===== src/rtl/ternary_pkg.sv =====
// Shared definitions for the ternary datapath: trit codes, the packer FSM
// state type and a small helper for advancing a power-of-three weight.
// Imported by trit_weight_mul and trit_pack5_serial.
package ternary_pkg;

    // Two-bit trit encoding; 2'b11 is not a trit and is flagged by users.
    typedef logic [1:0] trit_t;

    localparam trit_t TRIT_0   = 2'b00;
    localparam trit_t TRIT_1   = 2'b01;
    localparam trit_t TRIT_2   = 2'b10;
    localparam trit_t TRIT_BAD = 2'b11;

    // 3^5 - 1 = 242 is the largest value that fits a byte.
    localparam int PACK_N_MAX = 5;

    typedef enum logic {
        COLLECT = 1'b0,
        HOLD    = 1'b1
    } pack_state_e;

    // Next power of three. The result is only used while more trits are
    // still expected, so it never exceeds 81 and the 7-bit truncation is safe.
    function automatic logic [6:0] weight_times3(input logic [6:0] w);
        logic [7:0] t;
        t = {w, 1'b0} + {1'b0, w};
        return t[6:0];
    endfunction

endpackage


===== src/rtl/trit_weight_mul.sv =====
// Purpose : multiply one trit by a power-of-three weight (0, w or 2w).
// Ports   : trit_i (trit code), weight_i (7-bit weight), prod_o (8-bit product).
//           Purely combinational; the illegal code contributes zero.
module trit_weight_mul
    import ternary_pkg::*;
(
    input  trit_t      trit_i,
    input  logic [6:0] weight_i,
    output logic [7:0] prod_o
);

    always_comb begin
        prod_o = 8'd0;
        case (trit_i)
            TRIT_1:  prod_o = {1'b0, weight_i};
            TRIT_2:  prod_o = {weight_i, 1'b0};
            default: prod_o = 8'd0;
        endcase
    end

endmodule


===== src/rtl/trit_pack5_serial.sv =====
// Purpose : serial ternary packer; N trits (first = least significant) become
//           one byte b = t0 + 3*t1 + 9*t2 + 27*t3 + 81*t4. in_last closes a
//           partial byte early. err is sticky for any accepted code 2'b11.
// Ports   : clk/rst (sync, active-high); in_valid/in_trit/in_last/in_ready
//           trit input handshake; out_valid/out_byte/out_last/out_ready byte
//           output handshake; err sticky illegal-code flag.
// Timing  : out_valid rises the cycle after the closing trit; one byte per
//           N+1 cycles at full rate. in_ready is a pure state decode.
module trit_pack5_serial
    import ternary_pkg::*;
#(
    parameter int N = 5   // trits per byte, legal 1..PACK_N_MAX
)
(
    input  logic       clk,
    input  logic       rst,
    input  logic       in_valid,
    input  logic [1:0] in_trit,
    input  logic       in_last,
    output logic       in_ready,
    output logic       out_valid,
    output logic [7:0] out_byte,
    output logic       out_last,
    input  logic       out_ready,
    output logic       err
);

    localparam logic [2:0] CNT_LAST = 3'(N - 1);

    pack_state_e state_q, state_d;
    logic [2:0]  cnt_q, cnt_d;
    logic [7:0]  acc_q, acc_d;
    logic [6:0]  weight_q, weight_d;
    logic [7:0]  obyte_q, obyte_d;
    logic        olast_q, olast_d;
    logic        ovld_q, ovld_d;
    logic        err_q, err_d;

    logic [7:0]  prod;
    logic [7:0]  sum;

    trit_weight_mul u_mul (
        .trit_i   (in_trit),
        .weight_i (weight_q),
        .prod_o   (prod)
    );

    // Running value including the trit currently offered; it is the final
    // byte when this trit closes the group.
    assign sum = acc_q + prod;

    // No dependence on out_ready: upstream sees only registered state.
    assign in_ready  = (state_q == COLLECT);
    assign out_valid = ovld_q;
    assign out_byte  = obyte_q;
    assign out_last  = olast_q;
    assign err       = err_q;

    always_comb begin
        state_d  = state_q;
        cnt_d    = cnt_q;
        acc_d    = acc_q;
        weight_d = weight_q;
        obyte_d  = obyte_q;
        olast_d  = olast_q;
        ovld_d   = ovld_q;
        err_d    = err_q;

        case (state_q)
            COLLECT: begin
                if (in_valid) begin
                    if (in_trit == TRIT_BAD) begin
                        err_d = 1'b1;
                    end
                    if (cnt_q == CNT_LAST || in_last) begin
                        obyte_d  = sum;
                        olast_d  = in_last;
                        ovld_d   = 1'b1;
                        acc_d    = 8'd0;
                        weight_d = 7'd1;
                        cnt_d    = 3'd0;
                        state_d  = HOLD;
                    end else begin
                        acc_d    = sum;
                        weight_d = weight_times3(weight_q);
                        cnt_d    = cnt_q + 3'd1;
                    end
                end
            end
            HOLD: begin
                if (out_ready) begin
                    ovld_d  = 1'b0;
                    state_d = COLLECT;
                end
            end
            default: begin
                state_d = COLLECT;
            end
        endcase
    end

    always_ff @(posedge clk) begin
        if (rst) begin
            state_q  <= COLLECT;
            cnt_q    <= 3'd0;
            acc_q    <= 8'd0;
            weight_q <= 7'd1;
            obyte_q  <= 8'd0;
            olast_q  <= 1'b0;
            ovld_q   <= 1'b0;
            err_q    <= 1'b0;
        end else begin
            state_q  <= state_d;
            cnt_q    <= cnt_d;
            acc_q    <= acc_d;
            weight_q <= weight_d;
            obyte_q  <= obyte_d;
            olast_q  <= olast_d;
            ovld_q   <= ovld_d;
            err_q    <= err_d;
        end
    end

endmodule

===== config.mk =====
export PLATFORM = sky130hd
export DESIGN_NAME = trit_pack5_serial
export DESIGN_NICKNAME = d
export VERILOG_FILES = /design/src/rtl/ternary_pkg.sv /design/src/rtl/trit_weight_mul.sv /design/src/rtl/trit_pack5_serial.sv
export SDC_FILE = /design/constraint.sdc
export NUM_CORES = 1
export LEC_CHECK = 0
export CELL_PAD_IN_SITES_DETAIL_PLACEMENT = 0
export CELL_PAD_IN_SITES_GLOBAL_PLACEMENT = 2
export CORE_AREA = 2 2 77 79
export DETAILED_ROUTE_END_ITERATION = 6
export DIE_AREA = 0 0 79 81
export GPL_ROUTABILITY_DRIVEN = 0
export PLACE_DENSITY = 0.77
export SYNTH_ARGS = -nofsm -noshare
export SYNTH_HDL_FRONTEND = slang
export SYNTH_SLANG_ARGS = --single-unit
export TNS_END_PERCENT = 50

===== constraint.sdc =====
create_clock -name clk -period 2.6 [get_ports clk]
set_input_delay 0.39 -clock clk [delete_from_list [all_inputs] [get_ports clk]]
set_output_delay 0.39 -clock clk [all_outputs]
set_load 0.05 [all_outputs]

==> results.md <==
* Final setup vio count at 0
* Final net count at about 280
* CP endpoint kind: flop
* RSZ-0062 raised after global routing: no
* Synthesis-to-finish area growth at 28.4%
* Worst setup endpoint: out_byte[6]$_SDFFE_PP0P_
* P per Cell Area at 469 mW/mm2
* Register-to-register setup slack at 0.38 ns
* CTS tree: yes
* Asr flop ratio synth at 0
* Max Freq at 412 MHz
* Cts hold-fix bufs at 0
* Vias per inst at 4.81
* Tightest Pin Transition at 0.495 ns
* Starting Density at 0.313
* Io pins at 19
* Clock transition at path regs at ~0.07 ns
* Net switching fraction of the power at 0.258
* Post-route cell area at 0.00228 mm2
* NetSw at 0.277 mW
* Max-slew violation count at 0
* VDD IR max at 165 uV
* Grt total ovfl at 0
* Insertion delay to the later sink of the worst-skew pair at 0.28 ns
* Fin crit share at 0.933
* PortBufs at 18
* Routed WL per cell at about 13 um
* GRT Total Usage at 0.142
* Critical path class: primary input to flop
* Post-route setup slack at 0.175 ns
* # rows at 28
* Crit path DAT at 2.62 ns
* Share of layout cells above drive strength 1 at 0.131
* EDFF count, synth at 0
* Gate Count Post-Synth at 217
* Flops & latches, synth at 30
* Max_slew headroom at 0.669
* CP Max Fanout at 6
* Clk buf depth at 2
* Top_reg_cell synth: dfxtp_1
* DIE WIDTH at 79 um
* Critical path startpoint: in_trit[1]
* Top post-synthesis cells by count: 30 x dfxtp_1, 27 x a21oi_1, 26 x nand2_1, 20 x nor2_1, 17 x ha_1
* MaxCap Viol Count at 0
* Min-delay worst type: flop to flop
* DRT Pass-1 Iters at 4
* Internal cell power at 0.794 mW
* Mapped Area at 0.00178 mm2
* Tot Pwr at 1.07 mW
* Post-DP HPWL at 3140 um
* Largest net degree at the start of global routing at 22
* DIE AREA at roughly 0.0064 mm2
* Num CTS Buffers at 5
* Remaining antenna violation count after routing at 0
* Reg2reg start: weight_q[1]$_SDFFE_PP0P_
* Syn Nets at 243
* Antenna fix cells at 0
* CTS Sinks at 30
* Final wirelength at 4150 um
* 1st-iter DRT viols at slightly below 70
* Clock root buffer: clkbuf_8
* DIE HEIGHT at 81 um
* Worst setup SP type: primary input
* Hold Vio Cnt, Final at 0
* R2R Path End: acc_q[7]$_SDFFE_PP0P_
* Setup Skew at 0.00383 ns
* Post-Syn Area per Cell at a little over 8 um2
* Top cells by area, synth: dfxtp_1 34%, ha_1 12%, a21oi_1 7.6%
* Library cells used by synthesis at 34
* Reg2reg path depth at 9
* Min Tclk post-route at 2.43 ns
* H-tree lvl count at 2
* Clk pwr share at 0.417
* Core Footprint at 0.00568 mm2
* Seq/Total Area, Yosys at 0.338
* Initial antenna violation count at 0
* Worst Path Required at between 2 and 3 ns
* Drt drc at 0
* Worst setup slack after placement at -0.422 ns
* Vias at 1,573
* First-pass GRT wire length at around 7000 um
* Vias in the first global route at 1,486
* Status: complete, no violations
* LEAKAGE at a little over 0.9 nW
* Count leader, synth: dfxtp_1
* Synth warn at 0
* Comb power frac at 0.136
* Synth top area share at 0.338
* Seq pwr share at 0.447
* Synth area leader: dfxtp_1
* Setup TNS at 0 ns
* Cell area after placement at 0.00215 mm2
area by class of cell:
class,instances,area [um2]
fill,612,3400
multi-input combinational,167,1120
inverter,10,37.5
timing repair buffer,37,320
tap,75,93.8
sequential,30,601
clock buffer,8,110
per-layer routing:
layer | vias up | global-route usage | part of all wire
met2 | 16 | 0.237 | 0.47
met4 | 0 | 0.0517 | 0.012
met5 | - | 0 | 0
li1 | 839 | - | -
met3 | 4 | 0.0333 | 0.020
met1 | 714 | 0.181 | 0.49
worst min-delay path by stage:
stage	startpoint	to	slack, ns	cells past startpoint
3_3_place_gp	out_byte[4]$_SDFFE_PP0P_	out_byte[4]$_SDFFE_PP0P_	0.44	2
5_1_grt	out_byte[4]$_SDFFE_PP0P_	out_byte[4]$_SDFFE_PP0P_	0.47	2
6_report	out_byte[4]$_SDFFE_PP0P_	out_byte[4]$_SDFFE_PP0P_	0.45	2
3_5_place_dp	out_byte[4]$_SDFFE_PP0P_	out_byte[4]$_SDFFE_PP0P_	0.45	2
4_1_cts	out_byte[4]$_SDFFE_PP0P_	out_byte[4]$_SDFFE_PP0P_	0.46	2
2_1_floorplan	acc_q[0]$_SDFFE_PP0P_	acc_q[0]$_SDFFE_PP0P_	0.44	2
layout by cell type, fill, tap and decap left out, types with 3 or more instances in the layout:
cell type	instances
ha_1	15
nor2_1	20
nand2_1	26
xnor2_1	5
dfxtp_1	30
o21ai_0	4
nand3_1	11
xor2_1	3
a21oi_1	27
clkdlybuf4s50_1	16
a22oi_1	10
or3_1	3
clkbuf_8	8
buf_4	19
inv_1	10
nand3b_1	8
or4_1	3
a21o_1	5
o21a_1	3
flip-flops by register name (all words and copies together), names as in the netlist:
signal / flops
acc_q: 8
out_byte: 8
weight_q: 7
cnt_q: 3
err: 1
out_last: 1
out_valid: 1
state_q: 1
worst max-delay path, stage by stage:
cell and delay [ns]:
dlygate4sd2_1 0.27, inv_1 0.06, ha_2 0.20, a22oi_1 0.19, nor2_1 0.08, ha_1 0.30, nor2b_4 0.13, o31a_1 0.26
or4_1 0.40, o311a_1 0.15, o31ai_2 0.17
repair_timing:
action | 4_1_cts | 5_1_grt
buffers inserted | 0 | 0
setup endpoints to repair | 6 | 0
resized for setup | 5 | 0
hold endpoints to repair | 0 | 0
through the flow:
stage | hold slack (ns) | util | instances
after floorplan | 0.436 | - | 217
after global placement | 0.444 | 0.380 | 319
after detailed placement | 0.447 | 0.380 | 319
after CTS | 0.456 | 0.402 | 327
after global routing | 0.474 | 0.402 | 327
final | 0.453 | 0.402 | 327
power groups by stage:
stage               Combinational [mW]  Clock, mW  Sequential, mW
global placement                 0.146          0           0.489
global route                     0.161      0.487           0.480
floorplan                       0.0694          0           0.507
finish                           0.145      0.447           0.478
CTS                              0.148      0.466           0.478
detailed placement               0.145          0           0.489
cells by family (layout without fill, tap and decap cells):
| family | count (synthesis) | in the layout | share of synthesized area |
|---|---|---|---|
| simple gates | 82 | 82 | 0.231 |
| fa+ha+maj | 19 | 19 | 0.142 |
| flops | 30 | 30 | 0.338 |
| xor+xnor | 8 | 8 | 0.0395 |
| compound gates | 58 | 58 | 0.206 |
| buf+inv | 20 | 55 | 0.0423 |
No activity file was read; power rests on OpenSTA's default activity.
